`src/rtl/hog_grad_sq.sv`:
```
// hog_grad_sq: HOG gradient squared magnitude ahead of the sqrt stage, with sqrt-aligned sideband.
// Optional macro HOG_GRAD_SIDEBAND_EN carries gx/gy through the delay line; otherwise al_gx/al_gy are 0.
module hog_grad_sq #(
    parameter int PIX_W    = 8,
    parameter int SQ_W     = 2*PIX_W+2,
    parameter int SQRT_LAT = 13,
    parameter int ROW_W    = 160
) (
    input  logic               clk,
    input  logic               rst_n,
    input  logic               in_valid,
    input  logic               in_sof,
    input  logic [PIX_W-1:0]   pix_l,
    input  logic [PIX_W-1:0]   pix_r,
    input  logic [PIX_W-1:0]   pix_u,
    input  logic [PIX_W-1:0]   pix_d,
    output logic [SQ_W-1:0]    sq_out,
    output logic               sq_valid,
    output logic               al_valid,
    output logic               al_last,
    output logic [PIX_W:0]     al_gx,
    output logic [PIX_W:0]     al_gy,
    output logic               row_err
);
    localparam int CW = $clog2(ROW_W);
    localparam logic [CW-1:0] COL_LAST = CW'(ROW_W-1);

    logic [CW-1:0]         col_q, col_d;
    logic                  row_err_q, row_err_d;
    logic                  v1_q, v1_d, last1_q, last1_d;
    logic signed [PIX_W:0] gx1_q, gx1_d, gy1_q, gy1_d;
    logic [PIX_W:0]        ax, ay;
    logic [SQ_W-1:0]       sq_q, sq_d;
    logic                  v2_q, v2_d, last2_q, last2_d;
    logic                  dv_q [SQRT_LAT];
    logic                  dv_d [SQRT_LAT];
    logic                  dl_q [SQRT_LAT];
    logic                  dl_d [SQRT_LAT];

    always_comb begin
        gx1_d     = in_valid ? $signed({1'b0, pix_r}) - $signed({1'b0, pix_l}) : '0;
        gy1_d     = in_valid ? $signed({1'b0, pix_d}) - $signed({1'b0, pix_u}) : '0;
        v1_d      = in_valid;
        last1_d   = in_valid && !in_sof && col_q == COL_LAST;
        col_d     = !in_valid ? col_q : in_sof ? CW'(1) : col_q == COL_LAST ? '0 : col_q + 1'b1;
        row_err_d = row_err_q | (in_valid & in_sof & (col_q != '0));
        // Squaring via magnitudes keeps the arithmetic unsigned at full output width.
        ax        = gx1_q[PIX_W] ? -gx1_q : gx1_q;
        ay        = gy1_q[PIX_W] ? -gy1_q : gy1_q;
        sq_d      = SQ_W'(ax) * SQ_W'(ax) + SQ_W'(ay) * SQ_W'(ay);
        v2_d      = v1_q;
        last2_d   = last1_q;
        dv_d[0]   = v2_q;
        dl_d[0]   = last2_q;
        for (int i = 1; i < SQRT_LAT; i++) begin
            dv_d[i] = dv_q[i-1];
            dl_d[i] = dl_q[i-1];
        end
    end

    always_ff @(posedge clk or negedge rst_n) begin
        if (!rst_n) begin
            col_q     <= '0;
            row_err_q <= 1'b0;
            v1_q      <= 1'b0;
            last1_q   <= 1'b0;
            gx1_q     <= '0;
            gy1_q     <= '0;
            sq_q      <= '0;
            v2_q      <= 1'b0;
            last2_q   <= 1'b0;
            for (int i = 0; i < SQRT_LAT; i++) begin
                dv_q[i] <= 1'b0;
                dl_q[i] <= 1'b0;
            end
        end else begin
            col_q     <= col_d;
            row_err_q <= row_err_d;
            v1_q      <= v1_d;
            last1_q   <= last1_d;
            gx1_q     <= gx1_d;
            gy1_q     <= gy1_d;
            sq_q      <= sq_d;
            v2_q      <= v2_d;
            last2_q   <= last2_d;
            for (int i = 0; i < SQRT_LAT; i++) begin
                dv_q[i] <= dv_d[i];
                dl_q[i] <= dl_d[i];
            end
        end
    end

`ifdef HOG_GRAD_SIDEBAND_EN
    logic [PIX_W:0] gx2_q, gx2_d, gy2_q, gy2_d;
    logic [PIX_W:0] dgx_q [SQRT_LAT];
    logic [PIX_W:0] dgx_d [SQRT_LAT];
    logic [PIX_W:0] dgy_q [SQRT_LAT];
    logic [PIX_W:0] dgy_d [SQRT_LAT];

    always_comb begin
        gx2_d    = gx1_q;
        gy2_d    = gy1_q;
        dgx_d[0] = gx2_q;
        dgy_d[0] = gy2_q;
        for (int i = 1; i < SQRT_LAT; i++) begin
            dgx_d[i] = dgx_q[i-1];
            dgy_d[i] = dgy_q[i-1];
        end
    end

    always_ff @(posedge clk or negedge rst_n) begin
        if (!rst_n) begin
            gx2_q <= '0;
            gy2_q <= '0;
            for (int i = 0; i < SQRT_LAT; i++) begin
                dgx_q[i] <= '0;
                dgy_q[i] <= '0;
            end
        end else begin
            gx2_q <= gx2_d;
            gy2_q <= gy2_d;
            for (int i = 0; i < SQRT_LAT; i++) begin
                dgx_q[i] <= dgx_d[i];
                dgy_q[i] <= dgy_d[i];
            end
        end
    end

    assign al_gx = dgx_q[SQRT_LAT-1];
    assign al_gy = dgy_q[SQRT_LAT-1];
`else
    assign al_gx = '0;
    assign al_gy = '0;
`endif

    assign sq_out   = sq_q;
    assign sq_valid = v2_q;
    assign al_valid = dv_q[SQRT_LAT-1];
    assign al_last  = dl_q[SQRT_LAT-1];
    assign row_err  = row_err_q;
endmodule

```
`config.mk`:
```
export PLATFORM = sky130hd
export DESIGN_NAME = hog_grad_sq
export DESIGN_NICKNAME = d
export VERILOG_FILES = /design/src/rtl/hog_grad_sq.sv
export SDC_FILE = /design/constraint.sdc
export NUM_CORES = 1
export LEC_CHECK = 0
export BUFFER_PORTS_ARGS = -buffer_cell sky130_fd_sc_hd__buf_2
export CAP_MARGIN = 10
export CORE_ASPECT_RATIO = 1.1
export CORE_UTILIZATION = 55
export CTS_CLUSTER_DIAMETER = 200
export DETAILED_ROUTE_END_ITERATION = 12
export MAX_ROUTING_LAYER = met4
export PLACE_DENSITY = 0.84
export SLEW_MARGIN = 5
export SYNTH_ARGS = -nofsm -noshare
export SYNTH_HDL_FRONTEND = slang
export SYNTH_SLANG_ARGS = --single-unit
export TNS_END_PERCENT = 1
```
`constraint.sdc`:
```
create_clock -name clk -period 6.3 [get_ports clk]
set_input_delay 0.315 -clock clk [delete_from_list [all_inputs] [get_ports clk]]
set_output_delay 0.315 -clock clk [all_outputs]
set_load 0.005 [all_outputs]
```
# ---- Yosys cells after proc, flatten, opt, wreduce, memory -nomap -nowiden
# Index checks and enable logic that the tools add are counted.
dict set report classes {
  add_sub_neg 6
  multipliers 2
  n_div 0
  order_cmp 0
  n_eq_ne 1
  shifts 0
  mux 6
  bitwise_logic 3
  n_reduce_logical 4
}
# operator n
set ops {}
lappend ops {{$mul A9 B9 Y18} 2}
lappend ops {{$mux W9} 4}
lappend ops {{$add A18 B18 Y18} 1}
lappend ops {{$neg A9 Y9} 2}
lappend ops {{$sub A8 B8 Y9} 2}
lappend ops {{$mux W8} 2}
lappend ops {{$add A8 B1 Y8 const B} 1}
lappend ops {{$eq A8 B8 Y1 const B} 1}
lappend ops {{$reduce_bool A8 Y1} 1}
lappend ops {{$and A1 B1 Y1} 2}
lappend ops {{$logic_and A1 B1 Y1} 2}
lappend ops {{$logic_not A1 Y1} 1}
lappend ops {{$or A1 B1 Y1} 1}
dict set report word_totals {
  reg_bits 75
  latch_bits 0
  ram_bits 0
  romBits 0
  inputBits 36
  output_inout_bits 40
  word_cells 57
  mem_count 0
}

# ---- Depth between registers and ports, before layout
dict set report logic_depth {
  word_depth 4
  depth_mapped 26
  ltp_nobuf 26
}

# ---- Worst setup path before layout
# OpenSTA, ideal clock, no wires.
dict set report synth_timing {
  path_type {register -> register}
  from {register gy1_q[0]}
  to {register sq_q[17] (netlist: sq_out[17])}
  setup_time_ns 0.124
  arrival_ns 6.681
  t_required_ns 6.176
  path_slack_ns -0.506
  stages_incl_launch_ff 26
  path_buffers 0
  synth_period_minus_slack_ns 6.806
  path_cell_list {dfrtp_1 inv_1 ha_1 or4b_4 o21ai_2 xor2_2 nor2_1 inv_1 fa_1 inv_1 fa_1 inv_1 fa_1 inv_1 fa_1 fa_1 inv_1 fa_1 inv_1 ha_1 o211ai_1 o211ai_1 and4_1 a2111oi_0 a21oi_1 xnor2_1}
}
dict set report synth_between {
  elab_chain_cells 4
}
# element line
set synth_rtl {}
lappend synth_rtl {{start: declaration} 31} ;# logic signed [PIX_W:0] gx1_q, gx1_d, gy1_q, gy1_d;
lappend synth_rtl {{start signal: assignment} 82} ;# gy1_q <= gy1_d;
lappend synth_rtl {{$neg A9 Y9} 49} ;# ay = gy1_q[PIX_W] ? -gy1_q : gy1_q;
lappend synth_rtl {{$mux W9 (*)} 49}
lappend synth_rtl {{$mul A9 B9 Y18 (*)} 50} ;# sq_d = SQ_W'(ax) * SQ_W'(ax) + SQ_W'(ay) * SQ_W'(ay);
lappend synth_rtl {{$add A18 B18 Y18 (*)} 50}
lappend synth_rtl {{via sq_d[17]} 33} ;# logic [SQ_W-1:0] sq_q, sq_d;
lappend synth_rtl {{end signal: assignment} 83} ;# sq_q <= sq_d;
lappend synth_rtl {{end: declaration} 33}
# The timed path passes the listed nets; every way through them passes the cells marked *.
# A chain may end at the register's enable or synchronous reset.

# ---- Worst setup path in the final report
dict set report layout_timing {
  from {register gy1_q[1]}
  to {register sq_q[16] (netlist: sq_out[16])}
}
# The elaborated chain is that of the path after synthesis.

==> results.cfg <==
[outcome]
status = finished, violations left
violations = setup timing

[cts]
insertion_delay_ns = 0.34
clockBufferDepth = 2
cts_max_level = 3
clk_pin_slew_ns = 0.06
numCtsBuffers = 9
cts_tree = done
root_buffer = clkbuf_16
cts.sinks = 75

[sta]
setup_viol = 1
fin_crit_ns = 6.32
period_share = 1.00
slew-limit-headroom = 0.413
slew_viol_final = 0
fmax_mhz = 158
layout_setup_ws_ns = -0.0200
rsz0062_at_grt = yes
fin_skew_ns = 0.00854
hold_ws_ns = 0.0973
hold_viol_final = 0
max_slew.worst_pin.slew_ns = 0.880

[placement]
place_congestion = 0.942
port_buffers = 57
hpwl_um = 11800
dpl_cell_area_um2 = 8170

[detailed_routing]
dr_total_vias = 5204
ant_nets = 0
via_per_inst = 5.13
wl_per_cell_um = 14.1
drt-pass1-iter-count = 4
post-route-drc-count = 0
drt_iter0_drc = 285
wl_um = 14300

[floorplan]
ios = 76
start_util = 0.562
rows = 44
die_w_um = 113
die_area_um2 = 14000
coreArea_um2 = 13200
fp.dieH_um = 124

[cells_and_area]
nNetsFinal = 1060
num-fill-cells = 1005
area_delta_synth_final_pct = 16.1
diodes = 0
drive_above_1_share = 0.177
stdcell_area_um2 = 8620

[global_route]
grt_use_total = 0.238
grt_overflow = 0
grt_pass1_vias = 5576
grt_max_degree = 76
grt_pass1_wl_um = 24500
grt_antenna_before_repair = 0

[logic_synthesis]
synth_area_leaders = fa_1 27%, dfrtp_1 25%, ha_1 13%
ys_seq_area_frac = 0.253
synth_edf_count = 0
ys.flop_type = dfrtp_1
syn_area_um2 = 7430
ys_seq_elements = 75
synth_common_cells = 167 x inv_1, 99 x fa_1, 78 x nor2_1, 77 x ha_1, 75 x dfrtp_1
yosysMostFrequentCell = inv_1
ys_types = 54
synth_top_area_cell = fa_1
yosysWarnings = 0
avgSynthCellArea_um2 = 10.0
synth_top_area_frac = 0.267
async_flop_share = 1.00
synthCells = 743

[worst_setup_path]
crit_arrival_ns = 6.52
critPathMaxStageDelay_ns = 0.56
criticalPathCategory = flip-flop to flip-flop
path_cells = inv_2, ha_4, or4b_4, o21ai_4, xor2_4, nor2_1, fa_1, inv_1, fa_1, fa_1, fa_1, fa_1, fa_1, inv_1, ha_1, a21o_1, a21o_1, a221oi_2, mux2i_1, o2111ai_1
cp-end-kind = flip-flop
required_ns = 6.50
cp_slowest_cell = fa_1
cpMostUsedCell = fa_1
start_kind = flip-flop
critPathMaxFanout = 5

[worst_hold_path]
hold_class = input port to async pin

[job]
max-cap-violations = 0
-- metrics by stage --
stage / setup slack (ns) / util / cells / TNS (ns)
after floorplan: 0.0200 / - / 769 / 0
after global placement: 0.0431 / 0.618 / 993 / 0
after detailed placement: -0.154 / 0.618 / 993 / -0.266
after CTS: 0.00428 / 0.649 / 1014 / 0
after global routing: -0.237 / 0.653 / 1014 / -0.868
final: -0.0200 / 0.653 / 1014 / -0.0200
-- layout by cell type (no fill, tap or decap), types with 6 or more instances in the layout --
| cell type | count |
|---|---|
| inv_1 | 164 |
| fa_1 | 99 |
| dfrtp_1 | 73 |
| nor2_1 | 72 |
| ha_1 | 72 |
| buf_2 | 56 |
| buf_4 | 37 |
| nand2_1 | 30 |
| conb_1 | 28 |
| xnor2_1 | 26 |
| xor2_1 | 19 |
| a21oi_1 | 16 |
| a21o_1 | 12 |
| clkbuf_16 | 9 |
| nand2b_1 | 8 |
| o21ai_0 | 8 |
| nor3_1 | 7 |
| mux2i_1 | 6 |
| and2_1 | 6 |
| nand3_1 | 6 |
-- state kept, by name, indices dropped and copies added (netlist names) --
register	count
v1_q	1
al_valid	1
dv_d	12
gy1_q	9
gx1_q	9
col_q	8
last2_q	1
al_last	1
last1_q	1
sq_valid	1
dl_d	12
sq_out	18
row_err	1
-- final timing paths --
path                           from    endpoint  slack (ns)  depth (start not counted)
min in group clk             in_sof     last1_q        0.23                          2
setup / recovery           gy1_q[1]  sq_out[16]       -0.02                         20
setup reg to reg           gy1_q[1]  sq_out[16]       -0.02                         20
max in group asynchronous     rst_n    gx1_q[2]        5.57                          1
hold / removal                rst_n     dv_d[0]         0.1                          1
hold reg to reg             dl_d[4]     dl_d[3]        0.34                          0
-- worst max-delay path, delay by kind of cell (launching register included) --
family,cells,cell delay [ns]
buffers and inverters,3,0.18
muxes,1,0.25
adders and majority gates,8,3.44
AOI/OAI and AO/OA,5,1.06
xor gates and xnor gates,1,0.25
and+or+nand+nor,2,0.60
DFF,1,0.39
-- layout make-up --
| cell class | count | area, um2 | share of cell area |
|---|---|---|---|
| clock buffers | 11 | 253 | 0.0293 |
| multi-input cells | 501 | 5030 | 0.583 |
| clock inverters | 5 | 60.1 | 0.00696 |
| flip-flops and latches | 75 | 1880 | 0.218 |
| inverters | 167 | 627 | 0.0727 |
| repair buffers | 94 | 578 | 0.0670 |
| well taps | 161 | 201 | 0.0234 |
-- routing by layer --
metal  track usage  part of all wire  up-vias  wire length, um
met5             -                 0        -                0
met1         0.245              0.37     2561             5330
met2         0.441              0.54      130             7750
li1              -                 -     2471                -
met4         0.133             0.045        0              649
met3        0.0336             0.041       42              582
-- kinds of logic after synthesis --
kind of cell / count (synthesis) / synth area share
AND/OR/NAND/NOR: 165 / 0.104
AO/OA/AOI/OAI: 76 / 0.0687
XOR/XNOR: 49 / 0.0598
multiplexers: 7 / 0.00960
flip-flops: 75 / 0.253
adder cells (fa/ha/maj): 176 / 0.396
buffers and inverters: 193 / 0.108
other: 2 / 0.00101
-- what timing repair did --
action	CTS	global route
pin swaps	10	11
endpoints found under the setup margin	5	7
gates resized for setup	14	12
hold buffers	0	0
setup buffers	5	0
Power is not shown: default switching activity piles up to over one toggle a cycle in this logic, so the estimate is an artifact.
